$ cat config.mk
export PLATFORM = sky130hd
export DESIGN_NAME = game_phase_ctrl_flat
export DESIGN_NICKNAME = d
export VERILOG_FILES = /design/src/rtl/game_phase_ctrl_pkg.sv /design/src/rtl/game_phase_ctrl_if.sv /design/src/rtl/game_phase_ctrl_countdown.sv /design/src/rtl/game_phase_ctrl.sv /design/src/flat_wrapper.sv
export SDC_FILE = /design/constraint.sdc
export NUM_CORES = 1
export LEC_CHECK = 0
export CAP_MARGIN = 20
export CORE_MARGIN = 2
export CORE_UTILIZATION = 35
export CTS_BUF_LIST = sky130_fd_sc_hd__clkbuf_8
export DETAILED_ROUTE_END_ITERATION = 7
export PLACE_DENSITY = 0.62
export REMOVE_ABC_BUFFERS = 1
export SLEW_MARGIN = 5
export SYNTH_ARGS = -nofsm -noshare
export SYNTH_HDL_FRONTEND = slang
export SYNTH_HIERARCHICAL = 1
export SYNTH_SLANG_ARGS = --single-unit
$ cat constraint.sdc
create_clock -name Clk -period 2.2 [get_ports Clk]
set_clock_uncertainty 0.15 [all_clocks]
set_input_delay 0.44 -clock Clk [delete_from_list [all_inputs] [get_ports Clk]]
set_output_delay 0.44 -clock Clk [all_outputs]
set_load 0.005 [all_outputs]
$ cat src/rtl/game_phase_ctrl_pkg.sv
// Shared definitions for the game phase sequencer and the renderers that
// select their screen from the one-hot phase vector.
package game_pkg;

   localparam int PHASE_W = 7;

   // Bit positions inside the one-hot phase vector.
   localparam int IDX_TITLE     = 6;
   localparam int IDX_PLAYING   = 5;
   localparam int IDX_PAUSED    = 4;
   localparam int IDX_DYING     = 3;
   localparam int IDX_CLEAR     = 2;
   localparam int IDX_GAME_OVER = 1;
   localparam int IDX_WIN       = 0;

   typedef enum logic [PHASE_W-1:0] {
      PH_TITLE     = 7'b1000000,
      PH_PLAYING   = 7'b0100000,
      PH_PAUSED    = 7'b0010000,
      PH_DYING     = 7'b0001000,
      PH_CLEAR     = 7'b0000100,
      PH_GAME_OVER = 7'b0000010,
      PH_WIN       = 7'b0000001
   } phase_e;

   // Width that holds a count of up to max(a, b) frames, never below 1 bit.
   function automatic int timer_width(input int a, input int b);
      int biggest;
      biggest = (a > b) ? a : b;
      return (biggest > 1) ? $clog2(biggest) : 1;
   endfunction

endpackage

$ cat src/rtl/game_phase_ctrl_if.sv
// Bundle of key/game-logic inputs and screen/counter outputs of the sequencer.
interface game_phase_ctrl_if;
   import game_pkg::*;

   logic               frame_tick;
   logic               start;
   logic               pause;
   logic               mario_alive;
   logic               level_end;
   logic [PHASE_W-1:0] phase;
   logic [3:0]         lives_left;
   logic [3:0]         level;
   logic               load_level;
   logic               respawn;

   modport master (
      output frame_tick, start, pause, mario_alive, level_end,
      input  phase, lives_left, level, load_level, respawn
   );

   modport slave (
      input  frame_tick, start, pause, mario_alive, level_end,
      output phase, lives_left, level, load_level, respawn
   );
endinterface

$ cat src/rtl/game_phase_ctrl_countdown.sv
// Reusable frame countdown: load N-1, expire on the tick that arrives at 0,
// so a timed screen lasts exactly N frame ticks.
module frame_countdown #(
   parameter int WIDTH = 8
) (
   input  logic             clk,
   input  logic             rst_n,
   input  logic             load,
   input  logic [WIDTH-1:0] load_value,
   input  logic             tick,
   output logic             expired
);

   logic [WIDTH-1:0] count;

   // Load wins over a coincident tick; the count rests at zero after expiry.
   always_ff @(posedge clk or negedge rst_n) begin
      if (!rst_n) begin
         count <= '0;
      end else if (load) begin
         count <= load_value;
      end else if (tick && (count != '0)) begin
         count <= count - 1'b1;
      end
   end

   assign expired = tick && (count == '0);

endmodule

$ cat src/rtl/game_phase_ctrl.sv
// Game phase sequencer: title/play/pause/death/clear/game-over/win screens,
// lives and level counters, paced by the per-frame tick.
module game_phase_ctrl
   import game_pkg::*;
#(
   parameter int NUM_LIVES    = 3,
   parameter int NUM_LEVELS   = 4,
   parameter int DEATH_FRAMES = 120,
   parameter int CLEAR_FRAMES = 180
) (
   input  logic            Clk,
   input  logic            RESET_N,
   game_phase_ctrl_if.slave bus
);

   localparam int TW = timer_width(DEATH_FRAMES, CLEAR_FRAMES);
   localparam logic [TW-1:0] DEATH_LOAD = TW'(DEATH_FRAMES - 1);
   localparam logic [TW-1:0] CLEAR_LOAD = TW'(CLEAR_FRAMES - 1);
   localparam logic [3:0]    LIVES_INIT = 4'(NUM_LIVES);
   localparam logic [3:0]    LAST_LEVEL = 4'(NUM_LEVELS - 1);

   phase_e          state;
   phase_e          next_state;
   logic            start_hist;
   logic            pause_hist;
   logic            start_edge;
   logic            pause_edge;
   logic [3:0]      lives_cnt;
   logic [3:0]      lives_next;
   logic [3:0]      level_cnt;
   logic [3:0]      level_next;
   logic            load_pulse;
   logic            load_next;
   logic            respawn_pulse;
   logic            respawn_next;
   logic            timer_load;
   logic [TW-1:0]   timer_value;
   logic            timer_expired;
   logic [PHASE_W-1:0] phase_dec;

   assign start_edge = bus.start & ~start_hist;
   assign pause_edge = bus.pause & ~pause_hist;

   frame_countdown #(.WIDTH(TW)) timer (
      .clk        (Clk),
      .rst_n      (RESET_N),
      .load       (timer_load),
      .load_value (timer_value),
      .tick       (bus.frame_tick),
      .expired    (timer_expired)
   );

   // State register plus key history, counters and the one-cycle pulses;
   // key history resets high so a key held through reset does not count.
   always_ff @(posedge Clk or negedge RESET_N) begin
      if (!RESET_N) begin
         state         <= PH_TITLE;
         start_hist    <= 1'b1;
         pause_hist    <= 1'b1;
         lives_cnt     <= '0;
         level_cnt     <= '0;
         load_pulse    <= 1'b0;
         respawn_pulse <= 1'b0;
      end else begin
         state         <= next_state;
         start_hist    <= bus.start;
         pause_hist    <= bus.pause;
         lives_cnt     <= lives_next;
         level_cnt     <= level_next;
         load_pulse    <= load_next;
         respawn_pulse <= respawn_next;
      end
   end

   // Next-state logic; death beats level end, which beats a pause edge.
   always_comb begin
      next_state   = state;
      lives_next   = lives_cnt;
      level_next   = level_cnt;
      load_next    = 1'b0;
      respawn_next = 1'b0;
      timer_load   = 1'b0;
      timer_value  = '0;
      case (state)
         PH_TITLE: begin
            if (start_edge) begin
               next_state = PH_PLAYING;
               lives_next = LIVES_INIT;
               level_next = '0;
               load_next  = 1'b1;
            end
         end
         PH_PLAYING: begin
            if (!bus.mario_alive) begin
               next_state  = PH_DYING;
               lives_next  = (lives_cnt == '0) ? '0 : lives_cnt - 4'd1;
               timer_load  = 1'b1;
               timer_value = DEATH_LOAD;
            end else if (bus.level_end) begin
               next_state  = PH_CLEAR;
               timer_load  = 1'b1;
               timer_value = CLEAR_LOAD;
            end else if (pause_edge) begin
               next_state = PH_PAUSED;
            end
         end
         PH_PAUSED: begin
            if (pause_edge) begin
               next_state = PH_PLAYING;
            end
         end
         PH_DYING: begin
            if (timer_expired) begin
               if (lives_cnt == '0) begin
                  next_state = PH_GAME_OVER;
               end else begin
                  next_state   = PH_PLAYING;
                  respawn_next = 1'b1;
               end
            end
         end
         PH_CLEAR: begin
            if (timer_expired) begin
               if (level_cnt == LAST_LEVEL) begin
                  next_state = PH_WIN;
               end else begin
                  next_state = PH_PLAYING;
                  level_next = level_cnt + 4'd1;
                  load_next  = 1'b1;
               end
            end
         end
         PH_GAME_OVER, PH_WIN: begin
            if (start_edge) begin
               next_state = PH_TITLE;
            end
         end
         default: next_state = PH_TITLE;
      endcase
   end

   // One-hot screen select decoded from the registered state.
   always_comb begin
      phase_dec = '0;
      case (state)
         PH_TITLE:     phase_dec[IDX_TITLE]     = 1'b1;
         PH_PLAYING:   phase_dec[IDX_PLAYING]   = 1'b1;
         PH_PAUSED:    phase_dec[IDX_PAUSED]    = 1'b1;
         PH_DYING:     phase_dec[IDX_DYING]     = 1'b1;
         PH_CLEAR:     phase_dec[IDX_CLEAR]     = 1'b1;
         PH_GAME_OVER: phase_dec[IDX_GAME_OVER] = 1'b1;
         PH_WIN:       phase_dec[IDX_WIN]       = 1'b1;
         default:      phase_dec[IDX_TITLE]     = 1'b1;
      endcase
   end

   assign bus.phase      = phase_dec;
   assign bus.lives_left = lives_cnt;
   assign bus.level      = level_cnt;
   assign bus.load_level = load_pulse;
   assign bus.respawn    = respawn_pulse;

endmodule

$ cat src/flat_wrapper.sv
// flat-port wrapper written by rule: the top's interface ports become plain ports
module game_phase_ctrl_flat import game_pkg::*;
#(
   parameter int NUM_LIVES    = 3,
   parameter int NUM_LEVELS   = 4,
   parameter int DEATH_FRAMES = 120,
   parameter int CLEAR_FRAMES = 180
)
  (Clk, RESET_N, bus_frame_tick, bus_start, bus_pause, bus_mario_alive, bus_level_end, bus_phase, bus_lives_left, bus_level, bus_load_level, bus_respawn);
  game_phase_ctrl_if bus_i ();
  input  logic Clk;
  input  logic RESET_N;
  input wire logic [$bits(bus_i.frame_tick)-1:0] bus_frame_tick;
  input wire logic [$bits(bus_i.start)-1:0] bus_start;
  input wire logic [$bits(bus_i.pause)-1:0] bus_pause;
  input wire logic [$bits(bus_i.mario_alive)-1:0] bus_mario_alive;
  input wire logic [$bits(bus_i.level_end)-1:0] bus_level_end;
  output wire logic [$bits(bus_i.phase)-1:0] bus_phase;
  output wire logic [$bits(bus_i.lives_left)-1:0] bus_lives_left;
  output wire logic [$bits(bus_i.level)-1:0] bus_level;
  output wire logic [$bits(bus_i.load_level)-1:0] bus_load_level;
  output wire logic [$bits(bus_i.respawn)-1:0] bus_respawn;
  assign bus_i.frame_tick = bus_frame_tick;
  assign bus_i.start = bus_start;
  assign bus_i.pause = bus_pause;
  assign bus_i.mario_alive = bus_mario_alive;
  assign bus_i.level_end = bus_level_end;
  assign bus_phase = bus_i.phase;
  assign bus_lives_left = bus_i.lives_left;
  assign bus_level = bus_i.level;
  assign bus_load_level = bus_i.load_level;
  assign bus_respawn = bus_i.respawn;
  game_phase_ctrl #(.NUM_LIVES(NUM_LIVES), .NUM_LEVELS(NUM_LEVELS), .DEATH_FRAMES(DEATH_FRAMES), .CLEAR_FRAMES(CLEAR_FRAMES)) u_core (.Clk(Clk), .RESET_N(RESET_N), .bus(bus_i));
endmodule
==> results_dict.tcl <==
set metrics [dict create \
    root_buffer "clkbuf_8" \
    switching_share_pct 39.6 \
    grt_pass1_vias 1662 \
    start_util_pct 35.9 \
    slew_headroom_pct 67.1 \
    drt_pass1_iterations 4 \
    clk_latency_ns 0.28 \
    synth_commonest_cells "dfrtp_1 (24), inv_1 (13), nand2_1 (12)" \
    cp.arrival_ns 1.69 \
    core_area_um2 5040 \
    pwr-share-clk_pct 11.4 \
    dp_hpwl_um 3400 \
    via_count 1659 \
    wire_per_inst_um 13.8 \
    clock.fmax_mhz 438 \
    via_per_inst 5.04 \
    drive_gt1_share_pct 40.5 \
    grt_pass1_wl_um 7760 \
    end_kind "primary output" \
    power.leakage_uw 0.00118 \
    finalSetupViolCount 8 \
    die_y_um 75.9 \
    clk_pin_slew_ns 0.10 \
    cts_hold_buf 0 \
    syn_inst 187 \
    start_kind "flip-flop" \
    cts.sinks 27 \
    ys_seq_area_share_pct 37.6 \
    drv_slew 0 \
    grt_max_degree 28 \
    wirelength_um 4550 \
    grt-ovfl-total 0 \
    die_x_um 75.9 \
    diodes 0 \
    violations "negative setup slack" \
    cp_top_family "simple AND/OR/NAND/NOR gates" \
    drtIter0Drc 33 \
    synth_top_cell_area_share_pct 33.2 \
    synth_area_leader_cell "dfrtp_1" \
    place_area_um2 2400 \
    required_ns 1.61 \
    clockBufferDepth 2 \
    die-area_um2 5760 \
    numCtsBuffers 3 \
    path_cells "or4b_4 -> or2_4 -> clkinv_4 -> a211oi_2 -> buf_2" \
    synth.most_common_cell "dfrtp_1" \
    hold_viol_final 0 \
    setup_ws_ns -0.0844 \
    synth_edf_count 0 \
    synth_warnings 6 \
    cts_max_level 1 \
    ir_drop_mv 0.557 \
    ys_async_sr_fraction_pct 100 \
    pin_count 24 \
    hold_path.class "in -> async" \
    yosys-top-cells-area "dfrtp_1 (33%), dfstp_2 (4.4%), nand3_1 (3.0%), o21ai_0 (2.8%), inv_1 (2.7%)" \
    grt_antenna_before_repair 0 \
    netlist_area_um2 1810 \
    io_buffers 23 \
    power.internal_uw 1540 \
    num_rows 26 \
    gp_congestion 0.876 \
    cts_tree "yes" \
    min_period_ns 2.28 \
    critPathSlowestCell "or4b_4" \
    areaGrowthSynthToFinish_pct 44.5 \
    cap_violations 0 \
    final_area_um2 2610 \
    synth_cell_types 66 \
    postRouteAntennaNets 0 \
    crit_fanout 4 \
    outcome "complete, but fails checks" \
    rsz0062_at_grt "yes" \
    grt_use_total_pct 17.8 \
    period_share_pct 104 \
    nets 269 \
    switchingPower_uw 1010 \
    pwr_density_cell_nw_per_um2 978 \
    max_stage_delay_ns 0.54 \
    cp_num_buf_inv 2 \
    synth.ff_latch_count 27 \
    yosys_most_used_dff "dfrtp_1" \
    drc 0 \
    fin_tns_setup_ns -0.359 \
    pwr-share-comb_pct 59.3 \
    path_class "reg -> out" \
    seq_power_share_pct 29.4 \
    syn_avg_cell_area_um2 9.68 \
    worstMarginPinSlew_ns 0.481 \
]
-- power groups by stage --
stage	combinational, uW	sequential [uW]	clock (uW)
after global placement	1340	747	0
final	1520	750	291
after global routing	1650	770	331
after floorplan	728	786	0
after detailed placement	1360	751	0
after CTS	1440	746	303
-- cell type report --
class | instances | area [um^2]
Fill cell | 488 | 2430
Multi-Input combinational cell | 137 | 1100
Sequential cell | 27 | 679
Timing Repair Buffer | 77 | 646
Tap cell | 70 | 87.6
Inverter | 14 | 57.6
Clock buffer | 3 | 41.3
Clock inverter | 1 | 5.00
-- registers in the layout (all words and copies together), names as in the netlist --
name                   flops
u_core/bus.respawn         1
u_core/state               7
u_core/bus.level           4
u_core/start_hist          1
u_core/pause_hist          1
u_core/bus.lives_left      4
u_core/timer/count         8
u_core/bus.load_level      1
-- worst paths after layout --
| path | startpoint | to | slack [ns] | cells after the start |
|---|---|---|---|---|
| hold reg to reg | u_core/bus.level[0]$_DFFE_PN0P_ | u_core/bus.level[0]$_DFFE_PN0P_ | 0.39 | 1 |
| hold / removal | RESET_N | u_core/timer/count[3]$_DFFE_PN0P_ | 0.37 | 2 |
| min in group Clk | u_core/bus.level[0]$_DFFE_PN0P_ | u_core/bus.level[0]$_DFFE_PN0P_ | 0.39 | 1 |
| setup reg to reg | u_core/state[4]$_DFFE_PN0P_ | u_core/timer/count[5]$_DFFE_PN0P_ | -0.08 | 8 |
| setup / recovery | u_core/state[4]$_DFFE_PN0P_ | bus_phase[6] | -0.08 | 5 |
| max in group asynchronous | RESET_N | u_core/pause_hist$_DFF_PN1_ | 1.20 | 2 |
-- per-stage QoR --
stage	total power [uW]	instances	setup WS [ns]	hold slack, ns	utilization (%)
after global routing	2750	329	-0.153	0.418	51.8
after CTS	2490	327	-0.109	0.386	50.5
after floorplan	1510	178	-0.592	-0.00559	-
after global placement	2090	316	-0.212	0.366	47.6
after detailed placement	2110	316	-0.274	0.381	47.6
final	2560	329	-0.0844	0.374	51.8
-- cells by family (layout without fill, tap and decap cells) --
group / Yosys count / in the layout / share of synthesized area (%)
other: 1 / 1 / 0.207
adders and majority gates: 2 / 2 / 1.38
xor gates and xnor gates: 5 / 5 / 2.42
muxes: 6 / 6 / 3.53
and+or+nand+nor: 80 / 80 / 30.8
buffers and inverters: 23 / 95 / 6.57
DFF: 27 / 27 / 37.6
AOI/OAI and AO/OA: 43 / 43 / 17.5
-- metal layers --
layer	global-route usage (%)	part of all wire [%]	vias up
li1	-	-	830
met1	22.9	44	780
met2	30.5	50	43
met3	3.17	4.0	6
met4	5.46	2.0	0
met5	0	0	-
-- layout by cell type, fill, tap and decap left out, types with 3 or more instances in the layout --
cell / netlist / layout
nor3_1: 7 / 6
buf_6: 1 / 10
nand3_1: 11 / 9
inv_1: 13 / 11
nor2_1: 7 / 6
or3_1: 3 / 3
nand2_1: 12 / 11
o21ai_0: 10 / 7
clkbuf_8: 1 / 3
buf_4: 2 / 44
clkdlybuf4s50_1: 0 / 15
mux2i_1: 3 / 3
dfrtp_1: 24 / 24
nor3_2: 2 / 3
xor2_1: 3 / 3
nand2b_1: 3 / 3
buf_2: 5 / 5
a21oi_1: 8 / 6
and3_1: 4 / 3
nor2b_1: 5 / 4
nor4b_2: 0 / 3
dfstp_2: 3 / 3
o21ai_1: 3 / 6
-- repair_timing --
item	4_1_cts	5_1_grt
gates cloned	0	0
resized for setup	44	16
pin swaps	6	3
setup endpoints to repair	12	13
setup buffers	7	3
No activity file was read; power rests on OpenSTA's default activity.
